**src/rtl/rr_arbiter_4.sv**
```systemverilog
// Four-requester round-robin arbiter with a registered one-hot grant and an
// optional tenure cap. Priority rotates past the last owner on every release.
module rr_arbiter_4 #(
  parameter int unsigned HOLD_MAX = 8,
  parameter int unsigned CNT_W    = 4
) (
  input  logic       clk,
  input  logic       rst,
  input  logic       en,
  input  logic [3:0] req,
  output logic [3:0] gnt,
  output logic [1:0] gnt_id,
  output logic       gnt_valid,
  output logic       preempt
);

  typedef enum logic {IDLE, GRANT} state_t;

  localparam int unsigned      LAST_I     = (HOLD_MAX == 0) ? 0 : HOLD_MAX - 1;
  localparam logic [CNT_W-1:0] CNT_LAST   = CNT_W'(LAST_I);
  localparam logic [CNT_W-1:0] CNT_MAX    = '1;
  localparam bit               TIMEOUT_EN = (HOLD_MAX != 0);

  state_t           state_q, state_d;
  logic [3:0]       gnt_q, gnt_d;
  logic [1:0]       gnt_id_q, gnt_id_d;
  logic [1:0]       ptr_q, ptr_d;
  logic [CNT_W-1:0] cnt_q, cnt_d;
  logic             preempt_q, preempt_d;

  logic [1:0] win_id;
  logic       owner_req;
  logic       timeout;

  // Scan from the lowest priority upward so the last hit is the highest-priority requester.
  always_comb begin
    win_id = ptr_q;
    for (int k = 3; k >= 0; k--) begin
      if (req[ptr_q + 2'(k)]) win_id = ptr_q + 2'(k);
    end
  end

  assign owner_req = req[gnt_id_q];
  assign timeout   = TIMEOUT_EN && (cnt_q == CNT_LAST);

  always_comb begin
    // NOTE: every _d gets a default first so no path through the case infers a latch.
    state_d   = state_q;
    gnt_d     = gnt_q;
    gnt_id_d  = gnt_id_q;
    ptr_d     = ptr_q;
    cnt_d     = cnt_q;
    preempt_d = 1'b0;
    case (state_q)
      IDLE: begin
        if (en && (|req)) begin
          state_d  = GRANT;
          gnt_d    = 4'b0001 << win_id;
          gnt_id_d = win_id;
          cnt_d    = '0;
        end
      end
      GRANT: begin
        if (!owner_req || timeout) begin
          state_d   = IDLE;
          gnt_d     = 4'b0000;
          ptr_d     = gnt_id_q + 2'd1;
          // A release with the owner still requesting can only be a timeout.
          preempt_d = owner_req;
        end else if (cnt_q != CNT_MAX) begin
          cnt_d = cnt_q + CNT_W'(1);
        end
      end
    endcase
  end

  // NOTE: sequential state uses non-blocking assignments so all flops update together.
  always_ff @(posedge clk) begin
    if (rst) begin
      state_q   <= IDLE;
      gnt_q     <= 4'b0000;
      gnt_id_q  <= 2'd0;
      ptr_q     <= 2'd0;
      cnt_q     <= '0;
      preempt_q <= 1'b0;
    end else begin
      state_q   <= state_d;
      gnt_q     <= gnt_d;
      gnt_id_q  <= gnt_id_d;
      ptr_q     <= ptr_d;
      cnt_q     <= cnt_d;
      preempt_q <= preempt_d;
    end
  end

  assign gnt       = gnt_q;
  assign gnt_id    = gnt_id_q;
  assign gnt_valid = |gnt_q;
  assign preempt   = preempt_q;

endmodule
```
**config.mk**
```make
export PLATFORM = sky130hd
export DESIGN_NAME = rr_arbiter_4
export DESIGN_NICKNAME = d
export VERILOG_FILES = /design/src/rtl/rr_arbiter_4.sv
export SDC_FILE = /design/constraint.sdc
export NUM_CORES = 1
export LEC_CHECK = 0
export BUFFER_PORTS_ARGS = -buffer_cell sky130_fd_sc_hd__buf_4
export CAP_MARGIN = 20
export CORE_MARGIN = 2
export CORE_UTILIZATION = 31
export DETAILED_ROUTE_END_ITERATION = 8
export SLEW_MARGIN = 20
export SYNTH_ARGS = -nofsm -noshare
export SYNTH_HDL_FRONTEND = slang
export SYNTH_SLANG_ARGS = --single-unit
```
**constraint.sdc**
```tcl
create_clock -name clk -period 2.45 [get_ports clk]
set_clock_uncertainty 0.2 [all_clocks]
set_input_delay 0.49 -clock clk [delete_from_list [all_inputs] [get_ports clk]]
set_output_delay 0.49 -clock clk [all_outputs]
set_load 0.1 [all_outputs]
```
### Word level (Yosys, flattened, before mapping)

Index checks and enable logic that the tools add are counted.

* input bits: 7
* register bits: 14
* output and inout bits: 8
* logic and storage cells: 59

* bitwise operators: 2
* reductions and logical operators: 10
* multiplexer cells: 24
* shift operators: 1
* eq/ne operators: 6
* magnitude comparators: 5
* $add $sub $neg: 5

Operator list (count)
* $mux W4: 5
* $pmux W4 S2: 2
* $lt A2 B3 Y1 const B: 5
* $bmux W1 S2: 5
* $mux W2: 4
* $reduce_or A4 Y1: 2
* $mux W1: 7
* $reduce_and A2 Y1: 3
* $add A2 B1 Y2 const B: 2
* $add A2 B2 Y2 const B: 2
* $add A4 B1 Y4 const B: 1
* $eq A4 B3 Y1 const B: 1
* $ne A2 B1 Y1 const B: 2
* $ne A2 B2 Y1 const B: 2
* $ne A4 B4 Y1 const B: 1
* $shl A1 B2 Y4 const A: 1
* $reduce_and A3 Y1: 1
* $reduce_or A3 Y1: 1
* $not A1 Y1: 2
* $pmux W1 S2: 1
* $logic_and A1 B1 Y1: 1
* $logic_not A1 Y1: 1
* $logic_or A1 B1 Y1: 1

### Depth between registers and ports, before layout

* depth after elaboration: 10
* mapped depth: 7
* depth with buffers taken out: 6

### Worst setup path before layout

OpenSTA, ideal clock, no wires.

* kind: register to register
* start point: register gnt_id_q[0] (netlist: gnt_id[0])
* end point: register cnt_q[3]
* arrival time: 2.228 ns
* setup slack: -0.111 ns
* library setup time: 0.133 ns
* cell stages (with the launch flop): 8
* clock period less this slack: 2.561 ns
* buffers on the path: 2
* data required time: 2.117 ns
* cells stage by stage: dfxtp_1 -> buf_6 -> mux4_2 -> and3_4 -> buf_6 -> nand4_2 -> xor2_1 -> nor3_1

* word-level cells in the longest chain between the ends: 6

Ends and longest elaborated chain
* start, declared: line 26 `logic [1:0] gnt_id_q, gnt_id_d;`
* start signal, assigned: line 89 `gnt_id_q <= gnt_id_d;`
* $bmux W1 S2: line 43 `assign owner_req = req[gnt_id_q];`
* $mux W1 (implied by the code): line 43
* $logic_not A1 Y1: line 64 `if (!owner_req || timeout) begin`
* $logic_or A1 B1 Y1: line 64
* $ne A2 B2 Y1 (no line)
* $reduce_and A3 Y1 (no line)
* end signal, assigned: line 91 `cnt_q <= cnt_d;`
* end, declared: line 28 `logic [CNT_W-1:0] cnt_q, cnt_d;`

No other way between the ends. The select of a mux whose other input is x is not followed.
A chain may end at the register's enable or synchronous reset.

### Worst setup path after layout

* start point: register gnt_q[3] (netlist: gnt[3])
* end point: output port gnt_valid

* word-level cells in the longest chain between the ends: 1

Ends and longest elaborated chain
* start, declared: line 25 `logic [3:0] gnt_q, gnt_d;`
* start signal, assigned: line 88 `gnt_q <= gnt_d;`
* $reduce_or A4 Y1: line 98 `assign gnt_valid = |gnt_q;`
* end, declared: line 13 `output logic gnt_valid,`

No other way between the ends.

==> flow_metrics.py <==
metrics = {
    "outcome": {
        "status": "finished, final reports clean",
    },
    "yosys": {
        "synth_cell_types": 34,
        "yosysWarningCount": 0,
        "synth_edf_count": 0,
        "syn_area_per_cell_um2": 8.99,
        "synth_ff_type": "dfxtp_1",
        "synth-seq-cells": 14,
        "ys_seq_area_share_pct": 36.2,
        "syn_inst": 86,
        "netlist_area_um2": 773,
        "async_reset_ff_share_pct": 0,
        "syn_nets": 94,
    },
    "placed_design": {
        "port_buffers": 14,
        "hpwl_mm": 1.16,
        "finalWeightedCongestion": 0.775,
    },
    "setup_path": {
        "critical_path.max_fanout": 3,
        "end_kind": "output pin",
        "required_ps": 1760,
        "crit_slowest_cell": "or4_4",
        "cp_cell_sequence": "or4_4 > buf_4",
        "critPathMaxStageDelay_ps": 520,
        "startpoint": "gnt[3]",
        "r2r_start": "gnt_id[0]",
        "worstSetupPathType": "register to output pin",
        "start_kind": "register",
        "critPathArrivalTime_ps": 1380,
    },
    "global_routing": {
        "grt_max_degree": 15,
        "grt_pass1_wl_mm": 2.54,
        "antenna_found_initial": 0,
        "grt_usage_pct": 12.5,
        "gr-total-overflow": 0,
        "grt_pass1_vias": 543,
    },
    "floorplanning": {
        "start_util_pct": 32.1,
        "die_area_um2": 2910,
        "placeableCoreArea_um2": 2410,
        "die_w_um": 53.9,
        "die_y_um": 53.9,
        "rows": 18,
        "ios": 15,
    },
    "timing": {
        "rsz0062_at_grt": "no",
        "hold_violations": 0,
        "worst_pin_slew_ps": 618,
        "fin_crit_ps": 2070,
        "post-route-period-util_pct": 84.4,
        "maxSlewViolCount": 0,
        "fmax_ghz": 0.484,
        "tns_ps": 0,
        "setup_viol": 0,
        "relSlewSlack_pct": 58.8,
    },
    "final_layout": {
        "final_common_cell": "buf_4",
        "drive_above_1_share_pct": 27.6,
        "fillers": 245,
        "nets": 108,
        "final_cell_mix": "buf_4 (14), dfxtp_1 (13), nand3_1 (7), a21oi_1 (7), nor2_1 (6)",
        "diodes": 0,
        "final_util_pct": 37.6,
        "area_growth_pct": 17.3,
    },
    "route": {
        "drt_iter0_markers": 23,
        "drt-total-wl_mm": 1.58,
        "ant_nets": 0,
        "vias_per_cell": 5.22,
        "vias": 668,
        "drc": 0,
        "dr.pass1.iters": 5,
        "wl_per_cell_um": 12.3,
    },
    "cts": {
        "ctsHoldBuffers": 0,
        "cts_buffers": 3,
        "htreeDepth": 1,
        "clockBufferDepth": 2,
        "clk_latency_ps": 280,
        "ctsResizeCount": 0,
        "post-cts-setup-buffers": 0,
        "cts.sinks": 14,
        "clk_root_buffer_cell": "clkbuf_4",
        "path_clk_slew_ps": 80,
        "cts_tree": "done",
    },
    "worst_hold_path": {
        "hp-start": "rst",
        "hp-class": "input pin to register",
    },
    "pwr": {
        "ir_drop_mv": 0.346,
        "p_per_area_nw_per_um2": 582,
        "power_leakage_nw": 0.375,
    },
    "flow_run": {
        "drv_cap": 0,
    },
}
## synth_stat cells (2+ instances only)
cell type | instances | area (µm²)
nor2_1 | 6 | 22.5
a21oi_1 | 7 | 35.0
mux2i_1 | 3 | 30.0
nor2b_1 | 3 | 18.8
xor2_1 | 2 | 17.5
nand2_1 | 5 | 18.8
or3_1 | 3 | 18.8
nand2b_1 | 2 | 12.5
o22ai_1 | 3 | 18.8
dfxtp_1 | 14 | 280
buf_6 | 2 | 22.5
o21ai_0 | 2 | 10.0
nand3_1 | 7 | 35.0
buf_2 | 2 | 10.0
nor3_1 | 3 | 15.0
inv_1 | 4 | 15.0
## metrics by stage
step	instances	worst slack [ps]	area, µm²	total power, mW	hold slack, ps
finish	128	383	907	0.528	262
global route	128	334	907	0.559	262
CTS	128	363	907	0.539	250
detailed placement	125	461	885	0.404	289
global placement	125	465	885	0.403	291
floorplan	86	119	778	0.374	302
## worst max-delay path, delay by kind of cell (launching register included)
family	cells	cell delay, ps
flip-flops	1	330
buffers and inverters	1	240
AND/OR/NAND/NOR	1	520
## final timing paths
check | cells after the start | endpoint | slack, ps
worst max-delay path | 2 | gnt_valid | 380
worst min-delay path | 2 | cnt_q[1] | 260
worst max register to register | 5 | cnt_q[3] | 650
worst min register to register | 2 | gnt[3] | 300
## registers in the layout (all words and copies together), names as in the netlist
name and cells:
cnt_q 4, gnt 4, state_q 1, preempt 1
gnt_id 2, ptr_q 2
## layout make-up
type	instances	area (µm²)	area share (%)
Multi-Input combinational cell	62	442	48.7
Sequential cell	14	282	31.0
Timing Repair Buffer	14	105	11.6
Tap cell	30	37.5	4.14
Clock buffer	3	22.5	2.48
Inverter	5	18.8	2.07
## layer usage
| metal | routed length [µm] | track usage [%] | vias to the layer above | share of wire [%] |
|---|---|---|---|---|
| met1 | 736 | 16.9 | 314 | 47 |
| li1 | - | - | 340 | - |
| met2 | 738 | 17.5 | 12 | 47 |
| met5 | 0 | 0 | - | 0 |
| met3 | 92 | 5.83 | 2 | 5.8 |
| met4 | 10 | 3.85 | 0 | 0.63 |
## where the power goes
group	leakage [nW]	internal [mW]	switching [mW]	total (mW)
logic	0.247	0.0467	0.102	0.148
registers	0.114	0.237	0.0122	0.250
clock network	0.0138	0.0571	0.0734	0.130
## cell families after synthesis
family,count (synthesis),share of synthesized area (%)
AND/OR/NAND/NOR,36,27.8
AO/OA/AOI/OAI,19,18.1
flip-flops,14,36.2
buffers and inverters,10,7.12
multiplexers,4,6.80
XOR/XNOR,2,2.27
adder cells (fa/ha/maj),1,1.62
(Power assumes the default switching activity.)
